==> src/rtl/tick_scheduler.sv <==
// Central timebase for the digital clock: derives single-cycle enable strobes
// (seconds, display refresh, debounce) from clk and sequences IDLE/RUN/SET modes.
module tick_scheduler #(
    parameter int SEC_DIV      = 100_000_000,
    parameter int FAST_DIV     = 10_000_000,
    parameter int BLINK_DIV    = 50_000_000,
    parameter int REFRESH_DIV  = 100_000,
    parameter int DEBOUNCE_DIV = 1_000_000,
    parameter int CNT_W        = 27
) (
    input  logic       clk,
    input  logic       reset,
    input  logic       run_i,
    input  logic       set_mode_i,
    input  logic       sync_i,
    output logic       sec_tick_o,
    output logic       refresh_tick_o,
    output logic       debounce_tick_o,
    output logic [1:0] scan_idx_o,
    output logic       blink_o,
    output logic [1:0] state_o
);

    typedef enum logic [1:0] {
        ST_IDLE = 2'b00,
        ST_RUN  = 2'b01,
        ST_SET  = 2'b10
    } state_t;

    localparam logic [CNT_W-1:0] SEC_MAX   = CNT_W'(SEC_DIV - 1);
    localparam logic [CNT_W-1:0] FAST_MAX  = CNT_W'(FAST_DIV - 1);
    localparam logic [CNT_W-1:0] BLINK_MAX = CNT_W'(BLINK_DIV - 1);
    localparam logic [CNT_W-1:0] REF_MAX   = CNT_W'(REFRESH_DIV - 1);
    localparam logic [CNT_W-1:0] DEB_MAX   = CNT_W'(DEBOUNCE_DIV - 1);
    localparam logic [CNT_W-1:0] CNT_ZERO  = {CNT_W{1'b0}};
    localparam logic [CNT_W-1:0] CNT_ONE   = {{(CNT_W-1){1'b0}}, 1'b1};

    // >= rather than == so a corrupted count above the limit still wraps
    function automatic logic at_limit(input logic [CNT_W-1:0] cnt,
                                      input logic [CNT_W-1:0] lim);
        return (cnt >= lim);
    endfunction

    state_t           state_r;
    state_t           state_next_s;
    logic             enter_set_s;
    logic             leave_set_s;
    logic [CNT_W-1:0] sec_lim_s;

    logic [CNT_W-1:0] sec_cnt_r;
    logic             sec_tick_r;
    logic [CNT_W-1:0] ref_cnt_r;
    logic             ref_tick_r;
    logic [1:0]       scan_idx_r;
    logic [CNT_W-1:0] deb_cnt_r;
    logic             deb_tick_r;
    logic [CNT_W-1:0] blink_cnt_r;
    logic             blink_r;

    // Next-state decode; set_mode_i overrides everything
    always_comb begin
        state_next_s = state_r;
        case (state_r)
            ST_IDLE: begin
                if (set_mode_i)  state_next_s = ST_SET;
                else if (run_i)  state_next_s = ST_RUN;
                else             state_next_s = ST_IDLE;
            end
            ST_RUN: begin
                if (set_mode_i)  state_next_s = ST_SET;
                else if (!run_i) state_next_s = ST_IDLE;
                else             state_next_s = ST_RUN;
            end
            ST_SET: begin
                if (set_mode_i)  state_next_s = ST_SET;
                else if (run_i)  state_next_s = ST_RUN;
                else             state_next_s = ST_IDLE;
            end
            default: begin
                if (set_mode_i)  state_next_s = ST_SET;
                else             state_next_s = ST_IDLE;
            end
        endcase
    end

    // SET boundary detection and the active seconds divider limit
    always_comb begin
        enter_set_s = (state_next_s == ST_SET) && (state_r != ST_SET);
        leave_set_s = (state_r == ST_SET) && (state_next_s != ST_SET);
        if (state_r == ST_SET) begin
            sec_lim_s = FAST_MAX;
        end else begin
            sec_lim_s = SEC_MAX;
        end
    end

    // Mode state register
    always_ff @(posedge clk or negedge reset) begin
        if (!reset) begin
            state_r <= ST_IDLE;
        end else begin
            state_r <= state_next_s;
        end
    end

    // Seconds divider; sync and SET boundaries restart the phase without a tick
    always_ff @(posedge clk or negedge reset) begin
        if (!reset) begin
            sec_cnt_r  <= CNT_ZERO;
            sec_tick_r <= 1'b0;
        end else if (enter_set_s || leave_set_s || sync_i) begin
            sec_cnt_r  <= CNT_ZERO;
            sec_tick_r <= 1'b0;
        end else if (state_r == ST_IDLE) begin
            sec_cnt_r  <= sec_cnt_r;
            sec_tick_r <= 1'b0;
        end else if (at_limit(sec_cnt_r, sec_lim_s)) begin
            sec_cnt_r  <= CNT_ZERO;
            sec_tick_r <= 1'b1;
        end else begin
            sec_cnt_r  <= sec_cnt_r + CNT_ONE;
            sec_tick_r <= 1'b0;
        end
    end

    // Free-running refresh divider and digit scan index
    always_ff @(posedge clk or negedge reset) begin
        if (!reset) begin
            ref_cnt_r  <= CNT_ZERO;
            ref_tick_r <= 1'b0;
            scan_idx_r <= 2'd0;
        end else if (at_limit(ref_cnt_r, REF_MAX)) begin
            ref_cnt_r  <= CNT_ZERO;
            ref_tick_r <= 1'b1;
            scan_idx_r <= scan_idx_r + 2'd1;
        end else begin
            ref_cnt_r  <= ref_cnt_r + CNT_ONE;
            ref_tick_r <= 1'b0;
            scan_idx_r <= scan_idx_r;
        end
    end

    // Free-running debounce sample divider
    always_ff @(posedge clk or negedge reset) begin
        if (!reset) begin
            deb_cnt_r  <= CNT_ZERO;
            deb_tick_r <= 1'b0;
        end else if (at_limit(deb_cnt_r, DEB_MAX)) begin
            deb_cnt_r  <= CNT_ZERO;
            deb_tick_r <= 1'b1;
        end else begin
            deb_cnt_r  <= deb_cnt_r + CNT_ONE;
            deb_tick_r <= 1'b0;
        end
    end

    // Blink generator: restarts visible on SET entry, held visible outside SET
    always_ff @(posedge clk or negedge reset) begin
        if (!reset) begin
            blink_cnt_r <= CNT_ZERO;
            blink_r     <= 1'b1;
        end else if (enter_set_s) begin
            blink_cnt_r <= CNT_ZERO;
            blink_r     <= 1'b1;
        end else if ((state_r == ST_SET) && !leave_set_s) begin
            if (at_limit(blink_cnt_r, BLINK_MAX)) begin
                blink_cnt_r <= CNT_ZERO;
                blink_r     <= ~blink_r;
            end else begin
                blink_cnt_r <= blink_cnt_r + CNT_ONE;
                blink_r     <= blink_r;
            end
        end else begin
            blink_cnt_r <= CNT_ZERO;
            blink_r     <= 1'b1;
        end
    end

    assign sec_tick_o      = sec_tick_r;
    assign refresh_tick_o  = ref_tick_r;
    assign debounce_tick_o = deb_tick_r;
    assign scan_idx_o      = scan_idx_r;
    assign blink_o         = blink_r;
    assign state_o         = state_r;

endmodule

==> config.mk <==
export PLATFORM = sky130hd
export DESIGN_NAME = tick_scheduler
export DESIGN_NICKNAME = d
export VERILOG_FILES = /design/src/rtl/tick_scheduler.sv
export SDC_FILE = /design/constraint.sdc
export NUM_CORES = 1
export LEC_CHECK = 0
export CORE_AREA = 2 2 153 155
export CTS_BUF_LIST = sky130_fd_sc_hd__clkbuf_4 sky130_fd_sc_hd__clkbuf_8
export CTS_CLUSTER_SIZE = 10
export DETAILED_ROUTE_END_ITERATION = 12
export DIE_AREA = 0 0 155 157
export GPL_ROUTABILITY_DRIVEN = 1
export PLACE_DENSITY = 0.5
export SYNTH_ARGS = -nofsm -noshare
export SYNTH_HDL_FRONTEND = slang
export SYNTH_SLANG_ARGS = --single-unit
==> constraint.sdc <==
create_clock -name clk -period 5 [get_ports clk]
set_clock_uncertainty 0.2 [all_clocks]
set_input_delay 0.75 -clock clk [delete_from_list [all_inputs] [get_ports clk]]
set_output_delay 0.75 -clock clk [all_outputs]
set_load 0.05 [all_outputs]
==> qor.csv <==
stage;metric;value;unit
run_status;status;finished clean;
power;power_frac_clock;43.7;%
detailed_routing;vias;4146;
detailed_routing;wl_per_cell;11.9;um
floorplan;start_util;25.0;%
sta;grt_setup_unrepaired;false;
place;place_inst;883;
sta;drv_slew;0;
place;dp_hpwl;6910;um
power;leakage;0.00250;uW
worst_setup_path;crit_type;reg -> reg;
layout;layout.nets;632;
floorplan;rows;55;
worst_setup_path;critPathBufInv;0;
synthesis;ys_warn_count;0;
worst_setup_path;slowest_stage;nand2_1;
layout;area_delta_synth_final;15.3;%
power;irDropWorstVdd;151;uV
floorplan;core_area;0.0225;mm2
detailed_routing;drtPass1Iterations;4;
floorplan;ios;13;
worst_setup_path;rr_startpoint;state_o[0]$_DFF_PN0_;
sta;slew_headroom;38.4;%
sta;setup_violations;0;
worst_setup_path;crit_fanout;23;
global_routing;grt_max_degree;53;
detailed_routing;drc_errors;0;
global_routing;grt_pass1_wl;19900;um
power;seq_power_share;51.2;%
place;placed_area;0.00611;mm2
layout;multi_input_area;0.00263;mm2
synthesis;ys_ff_latch;116;
detailed_routing;antenna_left;0;
clocking;cts_root_buf;clkbuf_8;
worst_setup_path;start_kind;register;
detailed_routing;wirelength;10900;um
clocking;cts_setup_buffers;0;
clocking;cts-resized-gates;0;
synthesis;avgSynthCellArea;9.53;um2
global_routing;grt_util_all_layers;10.1;%
clocking;cts_max_level;4;
layout;antenna_cells;0;
global_routing;overflow;0;
synthesis;async_flop_share;100;%
clocking;hold_buffers;0;
worst_setup_path;critPathMaxStageDelay;580;ps
floorplan;chipWidth;155;um
worst_setup_path;critPathRequiredTime;5110;ps
place;portBuffers;12;
min_path;hp-class;in -> async;
clocking;clock_sinks;116;
power;p_switching;461;uW
detailed_routing;viasPerCell;4.53;
sta;finalSetupTns;0;ps
layout;drive_above_1_share;8.25;%
layout;fin_area;0.00648;mm2
power;power_density;289;mW/mm2
layout;final-seq-area;0.00290;mm2
sta;holdWs;140;ps
synthesis;synth_cell_types;49;
clocking;cts_tree;yes;
sta;finalHoldViolCount;0;
floorplan;die_area;0.0243;mm2
sta;max_freq;282;MHz
power;p_int;1420;uW
worst_setup_path;r2r_end;sec_cnt_r[8]$_DFFE_PN0P_;
synthesis;synth_ff_type;dfrtp_1;
clocking;cts_made_buffers;17;
global_routing;grt_pass1_vias;4075;
layout;final.fill_count;2362;
worst_setup_path;crit_path_end_kind;register;
worst_setup_path;arrival;3660;ps
job;maxCapViolations;0;
worst_setup_path;reg2reg_depth;8;
worst_setup_path;rrSetupSlack;1450;ps
worst_setup_path;crit_path_cell_trace;nand2b_4, ha_1, a211o_1, a2111oi_0, nor4_1, o311ai_4, nand2_1, o311ai_0;
power;sw_frac_of_total;24.6;%
synthesis;netlist_instances;590;
sta;timing.final.crit_share;70.9;%
synthesis;synth_edf_count;0;
floorplan;dieHeight;157;um
power;pwr-share-comb;5.1;%
sta;worst_pin_slew;921;ps
worst_setup_path;cp_top_family;compound AO/OA/AOI/OAI gates;
synthesis;ys_seq_area_share;51.7;%
place;gp_congestion;0.700;
clocking;clk_pin_slew_worst_paths;70;ps
clocking;clkLatencyLatePin;440;ps
sta;fin_crit;3550;ps
global_routing;antenna_found_initial;0;
layout;layout.cells.non_filler;915;
detailed_routing;drt_iter0_markers;246;
synthesis;synth_area;0.00562;mm2
clocking;clk_path_buf_depth;2;
-- power groups by stage --
stage	registers [uW]	logic, uW	clock network, uW
floorplan	999	33.0	0
global placement	979	98.8	0
detailed placement	979	98.9	0
CTS	961	98.9	860
global route	962	107	903
finish	961	95.7	820
-- routing by layer --
layer,track usage (%),vias up,wire length [um]
met5,0,-,0
met4,4.23,0,181
met3,3.14,16,400
met2,15.2,52,4700
met1,13.5,1967,5620
li1,-,2111,-
-- through the flow --
| stage | utilization, % | setup WS [ps] | power, uW |
|---|---|---|---|
| 2_1_floorplan | - | 1810 | 1030 |
| 3_3_place_gp | 27.2 | 1310 | 1080 |
| 3_5_place_dp | 27.2 | 1250 | 1080 |
| 4_1_cts | 28.8 | 1410 | 1920 |
| 5_1_grt | 28.8 | 1240 | 1970 |
| 6_report | 28.8 | 1450 | 1880 |
-- flip-flops by register name, indices dropped and copies added (netlist names) --
register and cells:
blink_cnt_r 27, deb_cnt_r 27, ref_cnt_r 27, sec_cnt_r 27, scan_idx_o 2, state_o 2
blink_o 1, debounce_tick_o 1, refresh_tick_o 1, sec_tick_o 1
-- how the worst max path moves through the flow --
stage	from	slack, ps	end	cells past startpoint
final	state_o[0]$_DFF_PN0_	1450	sec_cnt_r[8]$_DFFE_PN0P_	8
after global placement	set_mode_i	1310	sec_cnt_r[8]$_DFFE_PN0P_	8
after global routing	state_o[0]$_DFF_PN0_	1240	sec_cnt_r[8]$_DFFE_PN0P_	8
after detailed placement	set_mode_i	1250	sec_cnt_r[9]$_DFFE_PN0P_	8
after floorplan	state_o[0]$_DFF_PN0_	1810	sec_cnt_r[13]$_DFFE_PN0P_	11
after CTS	state_o[0]$_DFF_PN0_	1410	sec_cnt_r[8]$_DFFE_PN0P_	8
-- cells in the mapped netlist (2+ instances only) --
| master | n | area [um2] |
|---|---|---|
| nor3b_1 | 3 | 22.5 |
| a21boi_0 | 2 | 15.0 |
| inv_1 | 13 | 48.8 |
| nor4_1 | 7 | 43.8 |
| clkbuf_1 | 18 | 67.6 |
| o311ai_0 | 3 | 26.3 |
| nand2_1 | 64 | 240 |
| or2_2 | 6 | 37.5 |
| and3_1 | 9 | 56.3 |
| a211o_1 | 2 | 17.5 |
| nand2b_1 | 2 | 12.5 |
| xnor2_1 | 25 | 219 |
| o21ai_0 | 8 | 40.0 |
| mux2i_1 | 3 | 30.0 |
| nor3_1 | 13 | 65.1 |
| o21bai_1 | 2 | 15.0 |
| nand4_1 | 36 | 225 |
| and4_1 | 3 | 26.3 |
| and2_1 | 2 | 12.5 |
| o311ai_1 | 18 | 158 |
| nand3_1 | 44 | 220 |
| a31oi_1 | 6 | 37.5 |
| or3_1 | 7 | 43.8 |
| a21oi_1 | 5 | 25.0 |
| o21a_1 | 3 | 22.5 |
| buf_2 | 4 | 20.0 |
| ha_1 | 10 | 125 |
| dfrtp_1 | 115 | 2880 |
| buf_6 | 2 | 22.5 |
| xor2_1 | 33 | 289 |
| buf_1 | 4 | 15.0 |
| o22ai_1 | 3 | 18.8 |
| nor2b_1 | 4 | 25.0 |
| nor2_1 | 96 | 360 |
-- logic make-up (layout without fill, tap and decap cells) --
logic type	after synthesis	count (layout)	share of synthesized area, %
buf+inv	42	65	3.16
flops	116	116	51.7
other cells	1	18	0.0667
compound gates	61	61	8.01
mux	3	3	0.534
simple gates	299	299	25.3
xor+xnor	58	58	9.04
fa+ha+maj	10	10	2.23
-- cell usage in the layout, fill, tap and decap left out, types with 13 or more instances in the layout --
cell type	synthesis	layout
inv_1	13	13
xor2_1	33	33
dfrtp_1	115	115
xnor2_1	25	25
clkbuf_8	0	19
nand2_1	64	64
nand3_1	44	44
nor2_1	96	96
nand4_1	36	36
o311ai_1	18	17
conb_1	1	18
-- cell type report --
cell class              count  share of cell area (%)
clock buffers              23                    4.50
repair buffers             19                    2.62
well taps                 285                    5.50
multi-input cells         449                    40.5
inverters                  14                   0.810
flip-flops and latches    116                    44.8
clock inverters             9                    1.24
No activity file was read; power rests on OpenSTA's default activity.
